===== src/rtl/ttt_pkg.sv =====
// ttt_pkg: shared definitions for the tic-tac-toe AI move sequencer.
//   - cell encodings for the 2-bit board cells
//   - winning-line table (8 lines x 3 cell indices)
//   - positional pick priority order
//   - sequencer state encoding and the "no move" marker
//   - cell_at(): extracts one cell from the 18-bit board
package ttt_pkg;

    localparam logic [1:0] CELL_EMPTY  = 2'b00;
    localparam logic [1:0] CELL_PLAYER = 2'b01;
    localparam logic [1:0] CELL_AI     = 2'b10;

    localparam logic [3:0] NO_MOVE = 4'hF;

    // Each line is {c2, c1, c0}; lines are {line7, ..., line0}.
    // 0-2 rows, 3-5 columns, 6 main diagonal, 7 anti-diagonal.
    localparam logic [7:0][2:0][3:0] LINES = {
        {4'd6, 4'd4, 4'd2},
        {4'd8, 4'd4, 4'd0},
        {4'd8, 4'd5, 4'd2},
        {4'd7, 4'd4, 4'd1},
        {4'd6, 4'd3, 4'd0},
        {4'd8, 4'd7, 4'd6},
        {4'd5, 4'd4, 4'd3},
        {4'd2, 4'd1, 4'd0}
    };

    // Positional preference: centre, corners, then edges. Element 0 is tried first.
    localparam logic [8:0][3:0] PICK_ORDER = {
        4'd7, 4'd5, 4'd3, 4'd1, 4'd8, 4'd6, 4'd2, 4'd0, 4'd4
    };

    typedef enum logic [2:0] {
        ST_IDLE       = 3'd0,
        ST_SCAN_WIN   = 3'd1,
        ST_SCAN_BLOCK = 3'd2,
        ST_PICK       = 3'd3,
        ST_RESPOND    = 3'd4,
        ST_WAIT_DROP  = 3'd5
    } ttt_state_e;

    // Indices outside 0..8 read as occupied so they can never be chosen.
    function automatic logic [1:0] cell_at(input logic [17:0] board, input logic [3:0] idx);
        logic [1:0] c;
        case (idx)
            4'd0:    c = board[1:0];
            4'd1:    c = board[3:2];
            4'd2:    c = board[5:4];
            4'd3:    c = board[7:6];
            4'd4:    c = board[9:8];
            4'd5:    c = board[11:10];
            4'd6:    c = board[13:12];
            4'd7:    c = board[15:14];
            4'd8:    c = board[17:16];
            default: c = 2'b11;
        endcase
        return c;
    endfunction

endpackage


===== src/rtl/ttt_line_eval.sv =====
// ttt_line_eval: combinational check of one winning line.
//   c0_i..c2_i   : the three 2-bit cells of the line
//   i0_i..i2_i   : their board indices
//   mark_i       : mark being looked for (CELL_AI or CELL_PLAYER)
//   hit_o        : exactly two cells equal mark_i and the third is empty
//   empty_idx_o  : index of the empty cell when hit_o, else NO_MOVE
module ttt_line_eval
    import ttt_pkg::*;
(
    input  logic [1:0] c0_i,
    input  logic [1:0] c1_i,
    input  logic [1:0] c2_i,
    input  logic [3:0] i0_i,
    input  logic [3:0] i1_i,
    input  logic [3:0] i2_i,
    input  logic [1:0] mark_i,
    output logic       hit_o,
    output logic [3:0] empty_idx_o
);

    logic m0, m1, m2;
    logic e0, e1, e2;

    // Encoding 11 matches neither a mark nor empty, so it blocks a hit.
    assign m0 = (c0_i == mark_i);
    assign m1 = (c1_i == mark_i);
    assign m2 = (c2_i == mark_i);
    assign e0 = (c0_i == CELL_EMPTY);
    assign e1 = (c1_i == CELL_EMPTY);
    assign e2 = (c2_i == CELL_EMPTY);

    always_comb begin
        hit_o       = 1'b0;
        empty_idx_o = NO_MOVE;
        if (e0 && m1 && m2) begin
            hit_o       = 1'b1;
            empty_idx_o = i0_i;
        end else if (m0 && e1 && m2) begin
            hit_o       = 1'b1;
            empty_idx_o = i1_i;
        end else if (m0 && m1 && e2) begin
            hit_o       = 1'b1;
            empty_idx_o = i2_i;
        end
    end

endmodule


===== src/rtl/ttt_ai_move_sched.sv =====
// ttt_ai_move_sched: services the game FSM's AI move request.
// On a request the board is snapshotted, the 8 lines are scanned one per
// cycle for a win (AI mark) then a block (player mark), falling back to a
// positional pick; the chosen cell is returned with a one-cycle ack.
//   clk            : clock, rising edge
//   rst            : asynchronous active-low reset
//   ai_confirm     : request level, held high until ack is seen
//   cell_position  : 18-bit board, cell i at [2i+1:2i]
//   ai_tick        : chosen cell 0..8, NO_MOVE if board full
//   ai_ack         : one-cycle pulse, ai_tick valid in that cycle
//   ai_busy        : high in any state except IDLE and WAIT_DROP
//   ai_nomove      : high with ai_ack when no move exists; held until next request
//   dbg_state      : current sequencer state
// Handshake: a request is a rising level on ai_confirm; the block answers with
// exactly one ai_ack pulse and then waits for ai_confirm to go low before it
// accepts another request. Dropping ai_confirm before the ack aborts silently.
module ttt_ai_move_sched
    import ttt_pkg::*;
#(
    parameter int LEVEL = 2
) (
    input  logic        clk,
    input  logic        rst,
    input  logic        ai_confirm,
    input  logic [17:0] cell_position,
    output logic [3:0]  ai_tick,
    output logic        ai_ack,
    output logic        ai_busy,
    output logic        ai_nomove,
    output ttt_state_e  dbg_state
);

    ttt_state_e  state_q, state_d;
    logic [17:0] snap_q, snap_d;
    logic [2:0]  idx_q, idx_d;
    logic [3:0]  cand_q, cand_d;
    logic [3:0]  tick_q, tick_d;
    logic        ack_q, ack_d;
    logic        busy_q, busy_d;
    logic        nomove_q, nomove_d;

    logic [1:0]  mark;
    logic        hit;
    logic [3:0]  hit_idx;
    logic [3:0]  pick_idx;

    assign mark = (state_q == ST_SCAN_WIN) ? CELL_AI : CELL_PLAYER;

    ttt_line_eval u_line_eval (
        .c0_i        (cell_at(snap_q, LINES[idx_q][0])),
        .c1_i        (cell_at(snap_q, LINES[idx_q][1])),
        .c2_i        (cell_at(snap_q, LINES[idx_q][2])),
        .i0_i        (LINES[idx_q][0]),
        .i1_i        (LINES[idx_q][1]),
        .i2_i        (LINES[idx_q][2]),
        .mark_i      (mark),
        .hit_o       (hit),
        .empty_idx_o (hit_idx)
    );

    // Walk the priority list backwards so the earliest empty entry wins.
    always_comb begin
        pick_idx = NO_MOVE;
        for (int i = 8; i >= 0; i--) begin
            if (cell_at(snap_q, PICK_ORDER[i]) == CELL_EMPTY) begin
                pick_idx = PICK_ORDER[i];
            end
        end
    end

    always_comb begin
        state_d  = state_q;
        snap_d   = snap_q;
        idx_d    = idx_q;
        cand_d   = cand_q;
        tick_d   = tick_q;
        ack_d    = 1'b0;
        nomove_d = nomove_q;

        case (state_q)
            ST_IDLE: begin
                if (ai_confirm) begin
                    snap_d   = cell_position;
                    nomove_d = 1'b0;
                    idx_d    = 3'd0;
                    if (LEVEL >= 2)      state_d = ST_SCAN_WIN;
                    else if (LEVEL == 1) state_d = ST_SCAN_BLOCK;
                    else                 state_d = ST_PICK;
                end
            end
            ST_SCAN_WIN, ST_SCAN_BLOCK: begin
                if (!ai_confirm) begin
                    state_d = ST_IDLE;
                end else if (hit) begin
                    cand_d  = hit_idx;
                    state_d = ST_RESPOND;
                end else if (idx_q == 3'd7) begin
                    idx_d   = 3'd0;
                    state_d = (state_q == ST_SCAN_WIN) ? ST_SCAN_BLOCK : ST_PICK;
                end else begin
                    idx_d = idx_q + 3'd1;
                end
            end
            ST_PICK: begin
                if (!ai_confirm) begin
                    state_d = ST_IDLE;
                end else begin
                    cand_d  = pick_idx;
                    state_d = ST_RESPOND;
                end
            end
            ST_RESPOND: begin
                ack_d    = 1'b1;
                tick_d   = cand_q;
                nomove_d = (cand_q == NO_MOVE);
                state_d  = ST_WAIT_DROP;
            end
            ST_WAIT_DROP: begin
                if (!ai_confirm) state_d = ST_IDLE;
            end
            default: state_d = ST_IDLE;
        endcase

        busy_d = (state_d != ST_IDLE) && (state_d != ST_WAIT_DROP);
    end

    always_ff @(posedge clk or negedge rst) begin
        if (!rst) begin
            state_q  <= ST_IDLE;
            snap_q   <= '0;
            idx_q    <= '0;
            cand_q   <= '0;
            tick_q   <= '0;
            ack_q    <= 1'b0;
            busy_q   <= 1'b0;
            nomove_q <= 1'b0;
        end else begin
            state_q  <= state_d;
            snap_q   <= snap_d;
            idx_q    <= idx_d;
            cand_q   <= cand_d;
            tick_q   <= tick_d;
            ack_q    <= ack_d;
            busy_q   <= busy_d;
            nomove_q <= nomove_d;
        end
    end

    assign ai_tick   = tick_q;
    assign ai_ack    = ack_q;
    assign ai_busy   = busy_q;
    assign ai_nomove = nomove_q;
    assign dbg_state = state_q;

endmodule


===== config.mk =====
export PLATFORM = sky130hd
export DESIGN_NAME = ttt_ai_move_sched
export DESIGN_NICKNAME = d
export VERILOG_FILES = /design/src/rtl/ttt_pkg.sv /design/src/rtl/ttt_line_eval.sv /design/src/rtl/ttt_ai_move_sched.sv
export SDC_FILE = /design/constraint.sdc
export NUM_CORES = 1
export LEC_CHECK = 0
export ABC_AREA = 1
export ABC_CLOCK_PERIOD_IN_PS = 4990
export BUFFER_PORTS_ARGS = -buffer_cell sky130_fd_sc_hd__buf_2
export CORE_MARGIN = 8
export CORE_UTILIZATION = 45
export DETAILED_ROUTE_END_ITERATION = 10
export GPL_TIMING_DRIVEN = 0
export SYNTH_ARGS = -nofsm -noshare
export SYNTH_HDL_FRONTEND = slang
export SYNTH_HIERARCHICAL = 1
export SYNTH_SLANG_ARGS = --single-unit

===== constraint.sdc =====
create_clock -name clk -period 4.99 [get_ports clk]
set_input_delay 0.499 -clock clk [delete_from_list [all_inputs] [get_ports clk]]
set_output_delay 0.499 -clock clk [all_outputs]
set_load 0.05 [all_outputs]

## Word-level counts from Yosys, hierarchy flattened

Memories as Yosys holds them, arrays and structs flattened.
Index checks and enable logic that the tools add are counted.

- Flip-flop bits (word level): 35
- Memories kept: 1
- Memory bits (read-only): 96
- Input port bits: 21
- Word-level logic and storage cells: 123
- Output and inout bits: 10

Memory list:

| memory | words | bits a word | rd ports | clocked after Yosys merged registers in | write ports | line | text |
|---|---|---|---|---|---|---|---|
| (no name shown) | 8 | 12 | 1 | 0 | 0 | ttt_ai_move_sched.sv:55 | `.i2_i (LINES[idx_q][2]),` |

- Reduce and logical (&&, ||, !) cells: 32
- Order comparisons: 1
- Muxes and demuxes: 40
- Add/subtract/negate cells: 1
- Eq/ne operators: 40

Operator list:

| operator | count |
|---|---|
| $mux W4 | 15 |
| $pmux W2 S9 | 3 |
| $eq A4 B3 Y1 const B | 12 |
| $mux W3 | 10 |
| $eq A4 B2 Y1 const B | 6 |
| $logic_not A2 Y1 | 12 |
| $eq A4 B4 Y1 const B | 4 |
| $pmux W3 S5 | 1 |
| $eq A4 B1 Y1 const B | 3 |
| $logic_not A4 Y1 | 3 |
| $mux W12 | 1 |
| $ne A2 B2 Y1 const B | 5 |
| $eq A3 B3 Y1 const B | 3 |
| $pmux W4 S2 | 1 |
| $reduce_and A4 Y1 | 2 |
| $logic_and A1 B1 Y1 | 7 |
| $eq A2 B2 Y1 | 3 |
| $eq A3 B2 Y1 const B | 2 |
| $mux W1 | 6 |
| $pmux W3 S2 | 1 |
| $reduce_bool A2 Y1 | 3 |
| $lt A3 B4 Y1 const B | 1 |
| $reduce_and A2 Y1 | 2 |
| $add A3 B1 Y3 const B | 1 |
| other kinds (7) | 7 |

## Depth between registers and ports, before layout

Gate-level depths: netlist of the first run.

- Depth in word-level cells: 15
- Depth in mapped cells: 26
- Mapped depth without buffers: 26

## Cells and area by module

Netlist of the first run, hierarchy kept.

Modules (own cells, without submodules):

| module | instances | area an instance (µm²) | cells each | seq. area each (µm²) |
|---|---|---|---|---|
| ttt_ai_move_sched | 1 | 2,506.2 | 346 | 875.8 |
| ttt_line_eval | 1 | 307.8 | 54 | 0.0 |

## Least setup slack after synthesis of the first run

OpenSTA, ideal clock, no wires.

- Kind: register -> register
- Start: register idx_q[0]
- End: register cand_q[2]
- Stages on the path, launching flop included: 25
- Arrival time: 2.857 ns
- Data required time: 4.925 ns
- Path buffers: 0
- Library setup time: 0.065 ns
- Period minus slack after synthesis: 2.922 ns
- Path slack: 2.068 ns
- Path through: dfrtp_1 -> inv_1 -> ha_1 -> inv_4 -> nand2_8 -> o21ai_4 -> nand2_1 -> nor2_1 -> nand2_1 -> nand2_1 -> nor2_1 -> nand3_1 -> xnor2_2 -> nand2_2 -> nor2_4 -> nor2_1 -> o21ai_1 -> inv_1 -> o21ai_1 -> nand3_1 -> o21ai_2 -> inv_2 -> nor2_2 -> nand2_1 -> nand2_1

- Elaborated cells on any way between the ends: 55
- Those cells by class: eq/ne: 28; mux: 13; reduce/logical: 13; memory: 1

RTL lines:

| what | line | text |
|---|---|---|
| start: declaration | ttt_ai_move_sched.sv:35 | `logic [2:0] idx_q, idx_d;` |
| start signal: assignment | ttt_ai_move_sched.sv:140 | `idx_q <= idx_d;` |
| $mem_v2 Z8 W12 (*) | -- |  |
| $mux W12 (implied by the code) (*) | ttt_ai_move_sched.sv:55 |  |
| $eq A4 B4 Y1 (tied with other cells) | ttt_pkg.sv:45 | `case (idx)` |
| $pmux W2 S9 | ttt_pkg.sv:45 |  |
| $eq A2 B2 Y1, on equally long branches | ttt_line_eval.sv:25, ttt_line_eval.sv:26 |  |
| $logic_and A1 B1 Y1 (2 in series) | ttt_line_eval.sv:41 | `end else if (m0 && m1 && e2) begin` |
| $mux W1 | ttt_line_eval.sv:41 |  |
| $mux W1 | ttt_line_eval.sv:38 | `end else if (m0 && e1 && m2) begin` |
| $mux W1 (*) | ttt_line_eval.sv:35 | `if (e0 && m1 && m2) begin` |
| named net hit | ttt_ai_move_sched.sv:43 | `logic hit;` |
| $ne A2 B2 Y1 (no line) (*) | -- |  |
| $reduce_and A4 Y1 (no line) (*) | -- |  |
| end signal: assignment | ttt_ai_move_sched.sv:141 | `cand_q <= cand_d;` |
| end: declaration | ttt_ai_move_sched.sv:36 | `logic [3:0] cand_q, cand_d;` |

Mark *: on every way through the listed nets, which the timed path passes. The rest lies on a longest branch. The select of a mux whose other input is x is not followed.
A chain may end at the register's enable or synchronous reset.

## Final worst setup path of the first run

Ends and elaborated chain as after synthesis.

==> results of run 1 <==
registers in the layout (all words and copies together) (netlist names):
signal	flops
snap_q	18
ai_tick	4
cand_q	4
dbg_state	3
idx_q	3
ai_ack	1
ai_busy	1
ai_nomove	1
Yosys cell counts, types with 3 or more instances:
cell type  instances  area, um^2
nor2_1            50         188
nand4_1           13        81.3
o21ai_0           13        65.1
dfrtp_1           35         876
a21oi_1           18        90.1
nand3_1           38         190
inv_1             50         188
buf_6              3        33.8
o21ai_1            5        25.0
nand2_1           99         372
nand3b_1           4        30.0
nor3_1             6        30.0
ha_1               7        87.6
inv_2              4        15.0
o21ai_2            3        26.3
nor2_4             7        78.8
mux2_4             7         105
nand2_2           10        62.6
nor2_2             5        31.3
metrics by stage:
stage | worst slack, ns | area (um^2)
2_1_floorplan | 2.07 | 2820
3_3_place_gp | 1.53 | 3060
3_5_place_dp | 1.56 | 3060
4_1_cts | 1.51 | 3150
5_1_grt | 1.21 | 3150
6_report | 1.50 | 3150
logic make-up (layout without fill, tap and decap cells):
| logic type | count (synthesis) | after routing | share of synthesized area [%] |
|---|---|---|---|
| buffers and inverters | 61 | 99 | 9.43 |
| AOI/OAI and AO/OA | 45 | 45 | 9.34 |
| muxes | 8 | 8 | 4.14 |
| DFF | 35 | 35 | 31.1 |
| adders and majority gates | 7 | 7 | 3.11 |
| and+or+nand+nor | 240 | 240 | 41.3 |
| xor gates and xnor gates | 3 | 3 | 1.47 |
| other | 1 | 2 | 0.133 |
worst paths after layout:
path / start / end
worst max-delay path: idx_q[0] / cand_q[2]
worst min-delay path: rst / idx_q[2]
worst max register to register: idx_q[0] / cand_q[2]
worst min register to register: cand_q[3] / cand_q[3]
max in group asynchronous: rst / snap_q[14]
min in group clk: cell_position[11] / snap_q[11]
power by group:
part	total (uW)	switching, uW	internal (uW)
registers	550	148	403
logic	1360	899	462
clock network	209	111	97.7
per-layer routing:
layer  wire length, um  share of wire, %  up-vias
met5                 0                 0        -
met4               103               1.4        0
met3               422               5.6       11
met2              3330                45       80
met1              3620                48     1263
li1                  -                 -     1362
area by class of cell:
type	count	area (um^2)	share of cell area, %
repair buffers	30	150	4.77
clock inverters	2	12.5	0.397
plain buffers	4	38.8	1.23
well taps	77	96.3	3.06
clock buffers	6	72.6	2.30
multi-input cells	305	1680	53.2
inverters	57	226	7.19
flip-flops and latches	35	876	27.8
worst register-to-register path, delay by kind of cell (launching register included):
| kind | cells | cell delay, ns |
|---|---|---|
| AOI/OAI and AO/OA | 4 | 0.39 |
| xor gates and xnor gates | 1 | 0.15 |
| adders and majority gates | 1 | 0.45 |
| buffers and inverters | 4 | 0.56 |
| DFF | 1 | 0.55 |
| and+or+nand+nor | 14 | 1.32 |
==> results.tsv, run 1 <==
metric	value	unit
synthArstFlopShare	100	%
use_met2	28.0	%
io_buffers	30	
htree_levels	2	
root_buffer	clkbuf_8	
grt_pass1_vias	2611	
hold_ws	0.280	ns
hold_class	in2async	
ioPinCount	31	
cts_buffers	5	
grt_max_degree	36	
routed_wl	7490	um
antenna_cells	0	
holdBufCountCts	0	
cp_common_cell	nand2_1	
core	6200	um^2
maxSlewHeadroom	48.2	%
status	finished, final reports clean	
arrival	3.72	ns
tns	0	ns
cts_tree	yes	
synth_edf_count	0	
path_depth	24	
area_growth	11.9	%
layout_min_cycle_time	3.49	ns
drv_slew	0	
total_power	2120	uW
fill_cells	633	
yosysSeqAreaShare	31.1	%
finish.utilization	50.8	%
routedWlPerCell	14.5	um
synth_warnings	6	
final_antenna_net_count	0	
slowest_stage	dfrtp_1	
critPathKind	reg2reg	
netlist_instances	400	
syn-cell-area	2810	um^2
detail_route.iter0.violations	135	
crit_path_end_kind	register	
layout-drive-gt1-share	20.7	%
worst_pin_slew	0.777	ns
row_count	29	
grt_pass1_wl	12700	um
path_cells	inv_1 > ha_1 > inv_4 > nand2_8 > o21ai_4 > nand2_1 > nor2_1 > nand2_1 > nand2_1 > nor2_1 > nand3_1 > xnor2_1 > nand2_2 > nor2_4 > nor2_1 > o21ai_1 > inv_1 > o21ai_1 > nand3_1 > o21ai_2 > inv_2 > nor2_2 > nand2_1 > nand2_1	
crit_family	simple AND/OR/NAND/NOR gates	
dieHeight	95.1	um
insertion_delay	0.29	ns
dp_hpwl	5780	um
clock_skew	0.00573	ns
dpl.cell_count	508	
reg2regPathDepth	24	
cts_sinks	35	
die-area	9040	um^2
vdd_drop_max	374	uV
die_x	95.1	um
rsz0062_at_grt	false	
max_cap_violations	0	
clockBufferDepth	2	
grtUsageTotal	17.8	%
synth.distinct_cells	37	
setup_viol	0	
grt_most_used_layer	met2	
drc	0	
ff2ff_setup_slack	1.50	ns
powerDensity	673	nW/um^2
final_cell_mix	99 x nand2_1, 50 x inv_1, 50 x nor2_1, 38 x nand3_1, 35 x dfrtp_1	
start_util	45.4	%
grtUsageMet3	2.83	%
use_met1	24.6	%
power_leakage	0.00164	uW
final_common_cell	nand2_1	
antenna_found_initial	0	
max_freq	287	MHz
fin_crit_sh	69.9	%
cts_setup_buffers	0	
cts.repair.resized	0	
cp_max_fo	8	
hold_viol	0	
crit_required	5.22	ns
crit_path_max_incr_delay	0.55	ns
grt_overflow	0	
finalNonFillerCells	516	
syn_area_per_cell	7.03	um^2
ys_seq_elements	35	
vias	2716	
drt_first_pass_iters	4	
crit_buf_inv	4	
finish.net_count	466	
gp_routability_congestion	0.938	
start_kind	register	
path_clk_slew	0.07	ns
vias_per_cell	5.26	
synthFlopType	dfrtp_1	
No activity file was read; power rests on OpenSTA's default activity.
==> run 2: changes to the inputs <==
- ABC_AREA: 1 -> 0
- ABC_CLOCK_PERIOD_IN_PS: 4990 -> 2890
- PLACE_DENSITY: not set -> 0.67
- clock period: 4.99 -> 2.89 ns (I/O delays scaled with it)
==> run 2 against run 1 <==
  * The flow now finishes with violations (negative setup slack)
  * Hold slack worse by 0.20 ns
  * Critical path depth is 7 lower
  * Core utilization is 12 points higher
  * Via count is 6.1% lower
  * Setup slack worse by 2.1 ns
  * Wire length is 12% higher
  * Largest cell class unchanged
==> results.tsv, run 2 <==
metric	value	unit	change
vias_per_cell	5.97		was 5.26
grt_max_degree	36		unchanged
synth_most_common_cell	dfrtp_1		was nand2_1
dieHeight	92.3	um	was 95.1 um
synthFlopType	dfrtp_1		unchanged
io_buffers	30		unchanged
holdBufCountCts	0		unchanged
crit_path_max_incr_delay	0.47	ns	was 0.55 ns
htree_levels	2		unchanged
setup.worst_path.start	idx_q[0]		unchanged
grtUsageTotal	18.6	%	was 17.8%
final_common_cell	buf_4		was nand2_1
hold_class	in2async		unchanged
crit_required	3.10	ns	was 5.22 ns
core	5570	um^2	was 6200 um^2
antenna_found_initial	0		unchanged
root_buffer	clkbuf_8		unchanged
arrival	3.70	ns	was 3.72 ns
ioPinCount	31		unchanged
synth_warnings	6		unchanged
clockBufferDepth	2		unchanged
die-area	8520	um^2	was 9040 um^2
syn-cell-area	2620	um^2	was 2810 um^2
drt_first_pass_iters	5		was 4
rr_startpoint	idx_q[0]		unchanged
dp_hpwl	5630	um	was 5780 um
row_count	27		was 29
critPathKind	reg2reg		unchanged
slowest_stage	or4_4		was dfrtp_1
path_clk_slew	0.07	ns	about the same
max_cap_violations	0		unchanged
gp_routability_congestion	0.921		was 0.938
yosysTopAreaCellShare	33.4	%	was 31.1%
drv_slew	0		unchanged
violations	negative setup slack		
crit_path_end_kind	register		unchanged
die_x	92.3	um	was 95.1 um
path_cells	buf_6 > buf_12 > inv_8 > ha_4 > or4_4 > o21ai_2 > a211o_2 > nand3_4 > xor2_4 > buf_6 > nor4_4 > and2_4 > or2_4 > maj3_2 > and2_4 > nor2_1 > a31oi_1		was inv_1 > ha_1 > inv_4 > nand2_8 > o21ai_4 > nand2_1 > nor2_1 > nand2_1 > nand2_1 > nor2_1 > nand3_1 > xnor2_1 > nand2_2 > nor2_4 > nor2_1 > o21ai_1 > inv_1 > o21ai_1 > nand3_1 > o21ai_2 > inv_2 > nor2_2 > nand2_1 > nand2_1
yosys.area.top_type	dfrtp_1		unchanged
ys_seq_elements	35		unchanged
fin_crit_sh	121	%	was 69.9%
grt_overflow	0		unchanged
layout_min_cycle_time	3.50	ns	was 3.49 ns
synth.distinct_cells	68		was 37
hold_viol	0		unchanged
grt_pass1_wl	12800	um	was 12,700 um
final_antenna_net_count	0		unchanged
area_growth	34.6	%	was 11.9%
cts_sinks	35		unchanged
synth_edf_count	0		unchanged
detail_route.iter0.violations	172		was 135
maxSlewHeadroom	48.1	%	was 48.2%
final_cell_mix	35 x buf_4, 34 x buf_2, 34 x dfrtp_1, 25 x nand2_1, 17 x nor2_1		was 99 x nand2_1, 50 x inv_1, 50 x nor2_1, 38 x nand3_1, 35 x dfrtp_1
insertion_delay	0.29	ns	about the same
cts_tree	yes		unchanged
yosys-top-cells-area	dfrtp_1 33%, mux2_1 6.5%, mux2i_1 3.8%		was dfrtp_1 31%, nand2_1 13%, nand3_1 6.8%
antenna_cells	0		unchanged
grt_pass1_vias	2560		was 2,611
largest_reg_flops	18		unchanged
cp_max_fo	8		unchanged
routedWlPerCell	19.6	um	was 14.5 um
timing.final.ws_setup	-0.606	ns	was 1.50 ns
clock_skew	0.00938	ns	was 0.00573 ns
preCtsSetupSlack	-1.32	ns	was 1.56 ns
netlist_instances	286		was 400
ys_top_cells_by_count	35 x dfrtp_1, 26 x nand2_1, 18 x nor2_1		was 99 x nand2_1, 50 x inv_1, 50 x nor2_1
worst_pin_slew	0.778	ns	was 0.777 ns
finalNonFillerCells	427		was 516
start_util	47.0	%	was 45.4%
synthArstFlopShare	100	%	unchanged
top_register	snap_q		unchanged
dpl.cell_count	389		was 508
setup_viol	10		was 0
syn_area_per_cell	9.16	um^2	was 7.03 um^2
vias	2549		was 2,716
rsz0062_at_grt	true		was false
routed_wl	8350	um	was 7490 um
yosysSeqAreaShare	33.4	%	was 31.1%
layout-drive-gt1-share	41.1	%	was 20.7%
max_freq	286	MHz	was 287 MHz
status	finished with violations		was finished, final reports clean
finish.net_count	382		was 466
cts_buffers	5		unchanged
start_kind	register		unchanged
drc	0		unchanged
run 2: cell type report:
class	instances	area [um^2]
Clock buffer	8	100
Sequential cell	35	877
Fill cell	464	2050
Inverter	13	61.3
Multi-Input combinational cell	223	1880
Tap cell	72	90.1
Buffer	13	111
Timing Repair Buffer	63	405
run 2: metrics by stage:
stage	area, um^2	setup TNS, ns	hold slack [ns]	utilization (%)
after CTS	3250	-5.49	0.105	58.3
final	3520	-5.42	0.0814	63.2
after detailed placement	2950	-11.04	0.415	53.0
after global placement	2950	-10.86	0.403	53.0
after global routing	3520	-6.52	0.154	63.2
after floorplan	2710	-5.07	-0.00659	-
run 2: what timing repair did:
action,CTS,global route
pin swaps,19,20
cloned,0,0
gates resized for setup,21,33
buffers inserted,15,18
endpoints found under the setup margin,10,10
run 2: worst paths after layout:
check	end	slack (ns)	depth (start not counted)
max in group asynchronous	idx_q[1]	2.28	1
min in group clk	snap_q[7]	0.21	3
worst max register to register	cand_q[1]	-0.61	17
worst min register to register	ai_tick[0]	0.51	1
worst max-delay path	cand_q[1]	-0.61	17
worst min-delay path	dbg_state[1]	0.08	1
run 2: cell families after synthesis:
logic type                 synth area share [%]
xor gates and xnor gates                   2.01
muxes                                      13.7
and+or+nand+nor                            22.8
DFF                                        33.4
other                                     0.143
buffers and inverters                      5.45
adders and majority gates                  4.11
AOI/OAI and AO/OA                          18.3
run 2: critical path, delay by kind of cell, from the launching register on:
kind                     cells  cell delay [ns]
flip-flops                   1             0.39
adder cells (fa/ha/maj)      2             0.42
AND/OR/NAND/NOR              7             1.56
XOR/XNOR                     1             0.19
buffers and inverters        4             0.43
AO/OA/AOI/OAI                3             0.42
run 2: metal layers:
layer	track usage, %	vias up	routed length [um]
met5	0	-	0
met4	8.05	0	151
li1	-	1191	-
met3	3.59	18	543
met1	23.9	1214	3590
met2	29.5	126	4070
Power of run 2 is not shown: default switching activity piles up to over one toggle a cycle in this logic, so the estimate is an artifact.
